**config.mk**
```make
export PLATFORM = sky130hd
export DESIGN_NAME = multi_evt_counter
export DESIGN_NICKNAME = d
export VERILOG_FILES = /design/src/rtl/multi_evt_counter.sv
export SDC_FILE = /design/constraint.sdc
export NUM_CORES = 1
export LEC_CHECK = 0
export ABC_AREA = 1
export CORE_ASPECT_RATIO = 1.4
export CORE_MARGIN = 5
export CORE_UTILIZATION = 42
export CTS_BUF_LIST = sky130_fd_sc_hd__clkbuf_2
export DETAILED_ROUTE_END_ITERATION = 12
export PLACE_DENSITY_LB_ADDON = 0.05
export SLEW_MARGIN = 20
export SYNTH_ARGS = -nofsm -noshare
export SYNTH_HDL_FRONTEND = slang
export SYNTH_SLANG_ARGS = --single-unit
```
**constraint.sdc**
```tcl
create_clock -name clk_in -period 2.8 [get_ports clk_in]
set_clock_uncertainty 0.05 [all_clocks]
set_input_delay 0.42 -clock clk_in [delete_from_list [all_inputs] [get_ports clk_in]]
set_output_delay 0.42 -clock clk_in [all_outputs]
set_load 0.01 [all_outputs]
```
**src/rtl/multi_evt_counter.sv**
```systemverilog
// NUM_CH modulo event counters with per-channel modulus, direction, wrap/saturate, clear,
// registered terminal pulse and sticky flag; optional carry cascade. 1-cycle latency, no backpressure.
module multi_evt_counter #(
  parameter int NUM_CH      = 4,
  parameter int WIDTH       = 8,
  parameter int DEFAULT_MAX = 6,
  parameter int CASCADE     = 0
) (
  input  logic                                           clk_in,
  input  logic                                           rst_n_in,
  input  logic [NUM_CH-1:0]                              evt_in,
  input  logic [NUM_CH-1:0]                              dir_in,
  input  logic                                           sat_mode_in,
  input  logic [NUM_CH-1:0]                              clr_in,
  input  logic                                           max_wr_in,
  input  logic [((NUM_CH > 1) ? $clog2(NUM_CH) : 1)-1:0] max_ch_in,
  input  logic [WIDTH-1:0]                               max_data_in,
  output logic [NUM_CH*WIDTH-1:0]                        count_out,
  output logic [NUM_CH-1:0]                              hit_max_out,
  output logic [NUM_CH-1:0]                              ovf_sticky_out
);
  localparam int CHW = (NUM_CH > 1) ? $clog2(NUM_CH) : 1;

  logic [WIDTH-1:0]  cnt_q [NUM_CH];
  logic [WIDTH-1:0]  cnt_d [NUM_CH];
  logic [WIDTH-1:0]  max_q [NUM_CH];
  logic [WIDTH-1:0]  max_d [NUM_CH];
  logic [WIDTH-1:0]  top_val [NUM_CH];
  logic [NUM_CH-1:0] hit_q, hit_d;
  logic [NUM_CH-1:0] ovf_q, ovf_d;
  logic [NUM_CH-1:0] evt_eff;
  logic [NUM_CH-1:0] term;
  logic              carry;

  // Terminal detection; a cleared channel never terminates, which also kills its carry.
  always_comb begin
    carry   = 1'b0;
    evt_eff = '0;
    term    = '0;
    for (int k = 0; k < NUM_CH; k++) begin
      top_val[k] = max_q[k] - WIDTH'(1);
      evt_eff[k] = (k == 0 || CASCADE == 0) ? evt_in[k] : carry;
      if (dir_in[k]) begin
        term[k] = evt_eff[k] & (cnt_q[k] >= top_val[k]) & ~clr_in[k];
      end else begin
        term[k] = evt_eff[k] & (cnt_q[k] == '0) & ~clr_in[k];
      end
      carry = term[k];
    end
  end

  always_comb begin
    hit_d = '0;
    ovf_d = ovf_q;
    for (int k = 0; k < NUM_CH; k++) begin
      cnt_d[k] = cnt_q[k];
      max_d[k] = max_q[k];
      if (clr_in[k]) begin
        cnt_d[k] = '0;
        ovf_d[k] = 1'b0;
      end else if (term[k]) begin
        // up+wrap and down+sat land on 0; the other two land on M-1
        if (dir_in[k] == sat_mode_in) begin
          cnt_d[k] = top_val[k];
        end else begin
          cnt_d[k] = '0;
        end
        hit_d[k] = 1'b1;
        ovf_d[k] = 1'b1;
      end else if (evt_eff[k]) begin
        cnt_d[k] = dir_in[k] ? (cnt_q[k] + WIDTH'(1)) : (cnt_q[k] - WIDTH'(1));
      end
      if (max_wr_in && (max_data_in != '0) && (max_ch_in == CHW'(k))) begin
        max_d[k] = max_data_in;
      end
    end
  end

  always_ff @(posedge clk_in or negedge rst_n_in) begin
    if (!rst_n_in) begin
      for (int k = 0; k < NUM_CH; k++) begin
        cnt_q[k] <= '0;
        max_q[k] <= WIDTH'(DEFAULT_MAX);
      end
      hit_q <= '0;
      ovf_q <= '0;
    end else begin
      for (int k = 0; k < NUM_CH; k++) begin
        cnt_q[k] <= cnt_d[k];
        max_q[k] <= max_d[k];
      end
      hit_q <= hit_d;
      ovf_q <= ovf_d;
    end
  end

  always_comb begin
    count_out = '0;
    for (int k = 0; k < NUM_CH; k++) begin
      count_out[k*WIDTH +: WIDTH] = cnt_q[k];
    end
  end

  assign hit_max_out    = hit_q;
  assign ovf_sticky_out = ovf_q;

endmodule

```
* Yosys cells after proc, flatten, opt, wreduce, memory -nomap -nowiden
Index checks and enable logic that the tools add are counted.
** Operators by class
- Magnitude comparators :: 4
- Equality and inequality tests :: 7
- Add/sub/neg operators :: 12
- Mux-type cells :: 40
- Reduce and logical (&&, ||, !) cells :: 19
- Bitwise gates (word level) :: 20
** Operator list (count)
- 2-to-1 mux 8 bit :: 20
- subtractor 8 x 1 -> 8 bit (second input constant) :: 8
- adder 8 x 1 -> 8 bit (second input constant) :: 4
- greater-or-equal comparator 8 bit :: 4
- zero test 8 bit :: 4
- 2-to-1 mux 1 bit :: 20
- AND 1 bit :: 16
- nonzero test 3 bit :: 4
- nonzero test 2 bit :: 4
- nonzero test 8 bit :: 1
- logical AND 1 bit :: 5
- equality test 1 bit :: 4
- equality test 2 bit (second input constant) :: 2
- inverter 1 bit :: 4
- equality test 2 x 1 -> 1 bit (second input constant) :: 1
- zero test 2 bit :: 1
** Storage, ports and cells
- Register bits after elaboration :: 72
- Output and inout port bits :: 40
- Input bits :: 26
- Word-level logic and storage cells :: 115

* Depth between registers and ports, before layout
- Depth in word-level cells :: 7
- Gate-level depth with buffers :: 17
- Gate-level depth less buffers :: 17

* Least setup slack after synthesis
No wires, ideal clock.
- Path type :: reg2reg
- Start point :: reg max_q[8] (netlist name)
- End point :: reg cnt_q, in the netlist count_out[16]
- Path buffers :: 1
- Setup slack :: 547 ps
- Data arrival time :: 2086 ps
- Clock period less this slack :: 2253 ps
- Library setup time :: 117 ps
- Data required time :: 2633 ps
- Cell stages (with the launch flop) :: 18
- Cells stage by stage :: dfrtp_1 -> inv_1 -> ha_1 -> inv_1 -> nor2_2 -> nand3_1 -> o21ai_0 -> nand2_1 -> ha_1 -> nand2_1 -> nor2_1 -> nor2_1 -> nand2_2 -> nand2_2 -> buf_6 -> nand2_1 -> nand3_1 -> nand2_1
** Between the ends
- Longest elaborated chain between the ends :: 7
- Elaborated cells on any way between the ends :: 9
- Those cells by class :: 1 x add/sub; 1 x order compare; 4 x mux; 2 x bitwise; 1 x reduce/logical
** RTL lines
- start, declared :: RTL line 26 : logic [WIDTH-1:0] max_q [NUM_CH];
- start signal, assigned by index :: RTL line 83 : max_q[k] <= WIDTH'(DEFAULT_MAX);
- start signal, assigned by index :: RTL line 90 : max_q[k] <= max_d[k];
- subtractor 8 x 1 -> 8 bit (*) :: RTL line 41 : top_val[k] = max_q[k] - WIDTH'(1);
- greater-or-equal comparator 8 bit :: RTL line 44 : term[k] = evt_eff[k] & (cnt_q[k] >= top_val[k]) & ~clr_in[k];
- AND 1 bit (2 in a row) :: RTL line 44
- 2-to-1 mux 1 bit :: RTL line 43 : if (dir_in[k]) begin
- 2-to-1 mux 8 bit :: RTL line 61 : end else if (term[k]) begin
- 2-to-1 mux 8 bit :: RTL line 58 : if (clr_in[k]) begin
- end signal, assigned by index :: RTL line 89 : cnt_q[k] <= cnt_d[k];
- end, declared :: RTL line 24 : logic [WIDTH-1:0] cnt_q [NUM_CH];
Every way passes the cells marked *; elsewhere a longest branch is shown, timed or not.
A chain may end at the register's enable or synchronous reset.

* Worst setup path in the final report
- Start point :: reg max_q[16] (netlist name)
- End point :: reg cnt_q, in the netlist count_out[8]
The elaborated chain is that of the path after synthesis.

==> results.txt <==
The final sum of negative setup slack is 0 ns. The number of H-tree levels came out at 3. In this run the register-to-register setup slack is 0.31 ns.

The placer congestion estimate is 0.903. The post-synthesis sequential area ratio is 0.290. The run finished with clean final reports.

The core area came out at 14500 µm². The highest cell delay on the worst timing path is 0.43 ns. The die height came out at 154 µm.

The worst setup path is launched from a register. Setup repair after global routing left no endpoint under its margin. The area enclosed by the die boundary is 17500 µm².

Port buffering added 65 buffers. The area overhead of the layout relative to synthesis is 16.6%. In the final design database the tool counted 1046 nets. The routed length per instance is 14.1 µm. Dividing the detail-routed via count by the number of cells gives 5.09. The share of synthesized area in the top cell type comes to 0.256. The worst relative slew slack came out at 0.356.

The minimum clock period after layout is 2.49 ns. The detailed placer's ending HPWL came out at 12.7 mm. The setup path with the least slack is of type register to register. Traced cell by cell, the critical path runs through inv_1, ha_1, nand3_1, nand2_1, nand2_1, ha_1, nand2_1, inv_1, nand2_1, nand3_1, nor2_2, nand2_2, nand2_2, nand3_1, nand2_1, nand2_1, nand2_1.

The post-route total power came out at 4.21 mW. The data arrival time of the critical path came out at 2.93 ns. Leaving out fill and tap cells, the most frequent cells in the layout are 275 x sky130_fd_sc_hd__nand2_1, 104 x sky130_fd_sc_hd__inv_1, 85 x sky130_fd_sc_hd__nand3_1. The leakage power figure came out at 3.76 nW. The critical-path maximum fanout came out at 10. The number of global-route vias before repair came out at 6096.

In this run, distinct cell masters in the synthesized netlist total 36. The worst hold path belongs to the class input port to register. The post-synthesis instance area came out at 6250 µm².

The number of cell rows is 52. The net count of the mapped netlist came out at 963. TritonCTS built the clock tree. The post-route antenna net violation count came out at 0.

Clock-pin slew was measured on the worst setup and hold paths at 0.21 ns. The TritonCTS buffer count came out at 9. The critical path's slowest cell is sky130_fd_sc_hd__dfrtp_1. The number of detailed-routing iterations run before antenna repair is 4.

The number of top-level design ports is 66. In the synthesized netlist the dominant register cell turns out to be sky130_fd_sc_hd__dfrtp_1. The initial utilization of the core area, before any placement, comes to 0.431. The slew of the pin with the lowest slew margin is 0.965 ns. The period utilization came out at 0.889. Yosys attributes the largest share of cell area to sky130_fd_sc_hd__dfrtp_1 26%, sky130_fd_sc_hd__nand2_1 17%, sky130_fd_sc_hd__ha_1 12%. The number of hold-slack violations in the final timing report is 0. The power per cell area is 578 nW/µm². The number of buffers between clock root and the deepest sink came out at 2. The most common library cell in the layout ignoring fill and taps is sky130_fd_sc_hd__nand2_1. The number of max-cap violations came out at 0.

Measured along the x axis, the die boundary spans 113 µm. The critical path buffer and inverter count came out at 2. The final number of max-transition violations was 0. After global routing the overflow that remains totals 0. The fraction of registers with async set/reset came out at 1.00. The worst-case IR drop observed on VDD is 0.000272 V. Synthesis produced 873 cells. The worst endpoint required time came out at 3.25 ns.

By instance count, the cell type seen most on the critical path is sky130_fd_sc_hd__nand2_1. The global router's overall resource usage is 0.192. The first routing iteration left 308 violations. The initial antenna violation count came out at 2. The first global-routing pass estimated 27.7 mm of wire.

The maximum number of pins on one net before global-route repair is 73. The flop and latch count out of synthesis came out at 72. The leading area contributor after synthesis is sky130_fd_sc_hd__dfrtp_1. The via total after detailed routing is 5855.

The number of flops mapped to enable cells by yosys came out at 0. The total DRC errors in the routed layout came out at 0. The count of clock tree sinks is 72.

The CTS root buffer is sky130_fd_sc_hd__clkbuf_2. Counting the fill cells in the layout gives 1489. The synthesis warning total came out at 0. The clock latency on the worst-skew pair is 0.55 ns. The final wirelength is 16.2 mm.

The element type at the critical path end is a register. The post-CTS setup repair buffer count is 0. On the critical path the largest part of the delay comes from simple AND/OR/NAND/NOR gates. The setup violation total in the final timing report came out at 0. The ratio of cells with drive above 1 in the final layout came out at 0.102. The maximum clock frequency came out at 0.402 GHz.

The mean instance size in the synthesized netlist is 7.16 µm².
[path summary, 6_finish.rpt]
kind                                                     from                       endpoint  cells past startpoint
worst max-delay path                    max_q[16]$_DFFE_PN0P_       count_out[8]$_DFFE_PN0P_                     17
worst min-delay path                                clr_in[1]  ovf_sticky_out[1]$_DFFE_PN0P_                      2
worst max register to register          max_q[16]$_DFFE_PN0P_       count_out[8]$_DFFE_PN0P_                     17
worst min register to register  ovf_sticky_out[3]$_DFFE_PN0P_  ovf_sticky_out[3]$_DFFE_PN0P_                      2
max in group asynchronous                            rst_n_in          max_q[14]$_DFFE_PN0P_                      2
min in group asynchronous                            rst_n_in      count_out[13]$_DFFE_PN0P_                      2
[final cells by class]
| class | instances | area [µm²] | share of cell area |
|---|---|---|---|
| clock inverter | 6 | 60.1 | 0.00825 |
| clock buffer | 10 | 50.0 | 0.00687 |
| antenna | 1 | 2.50 | 0.000344 |
| sequential | 72 | 1810 | 0.249 |
| timing repair buffer | 78 | 748 | 0.103 |
| tap | 189 | 236 | 0.0325 |
| inverter | 107 | 402 | 0.0551 |
| multi-input combinational | 688 | 3970 | 0.545 |
[through the flow]
step | hold WS [ns] | util | std cells | worst slack (ns) | cell area, µm²
5_1_grt | 0.432 | 0.502 | 1151 | 0.0166 | 7280
4_1_cts | 0.414 | 0.501 | 1150 | 0.257 | 7280
2_1_floorplan | 0.0744 | - | 873 | 0.547 | 6250
6_report | 0.446 | 0.502 | 1151 | 0.312 | 7280
3_3_place_gp | 0.420 | 0.493 | 1133 | 0.252 | 7160
3_5_place_dp | 0.421 | 0.493 | 1133 | 0.193 | 7160
[cells in the mapped netlist, drive strengths merged (5+ instances only)]
| cell type | instances |
|---|---|
| nand2 | 282 |
| inv | 106 |
| nor2 | 90 |
| nand3 | 89 |
| dfrtp | 64 |
| ha | 60 |
| o21ai | 47 |
| nand4 | 32 |
| a21oi | 26 |
| xor2 | 17 |
| xnor2 | 11 |
| dfstp | 8 |
| buf | 6 |
| or2 | 6 |
| nand3b | 5 |
[per-layer routing]
| metal | vias up | GRT usage | routed length [µm] |
|---|---|---|---|
| li1 | 3011 | - | - |
| met1 | 2702 | 0.217 | 6750 |
| met2 | 101 | 0.356 | 8340 |
| met3 | 39 | 0.0215 | 458 |
| met4 | 2 | 0.0871 | 620 |
| met5 | - | 0 | 13 |
[state kept, by name (all words and copies together) (netlist names)]
signal	flops
hit_max_out	4
ovf_sticky_out	4
max_q	32
count_out	32
[worst register-to-register path: cells and delay by family, from the launching register on]
kind,cells,cell delay [ns]
buffers and inverters,2,0.25
AND/OR/NAND/NOR,13,1.15
adder cells (fa/ha/maj),2,0.55
flip-flops,1,0.43
[where the power goes]
part | leakage, nW | total [mW] | internal, mW | switching [mW]
logic | 2.78 | 2.15 | 0.909 | 1.24
registers | 0.910 | 1.44 | 1.23 | 0.211
clock network | 0.0693 | 0.622 | 0.205 | 0.417
[what timing repair did]
item / in CTS / in global routing
hold buffers: 1 / 0
endpoints found under the hold margin: 64 / 0
resized for setup: 0 / 1
setup endpoints to repair: 0 / 7
[cell families after synthesis]
| kind of cell | after synthesis | synth area share |
|---|---|---|
| xor gates and xnor gates | 28 | 0.0392 |
| buffers and inverters | 113 | 0.0751 |
| DFF | 72 | 0.290 |
| adders and majority gates | 64 | 0.133 |
| AOI/OAI and AO/OA | 85 | 0.0913 |
| and+or+nand+nor | 511 | 0.371 |
Note: power is estimated with default switching activity, not from simulation.
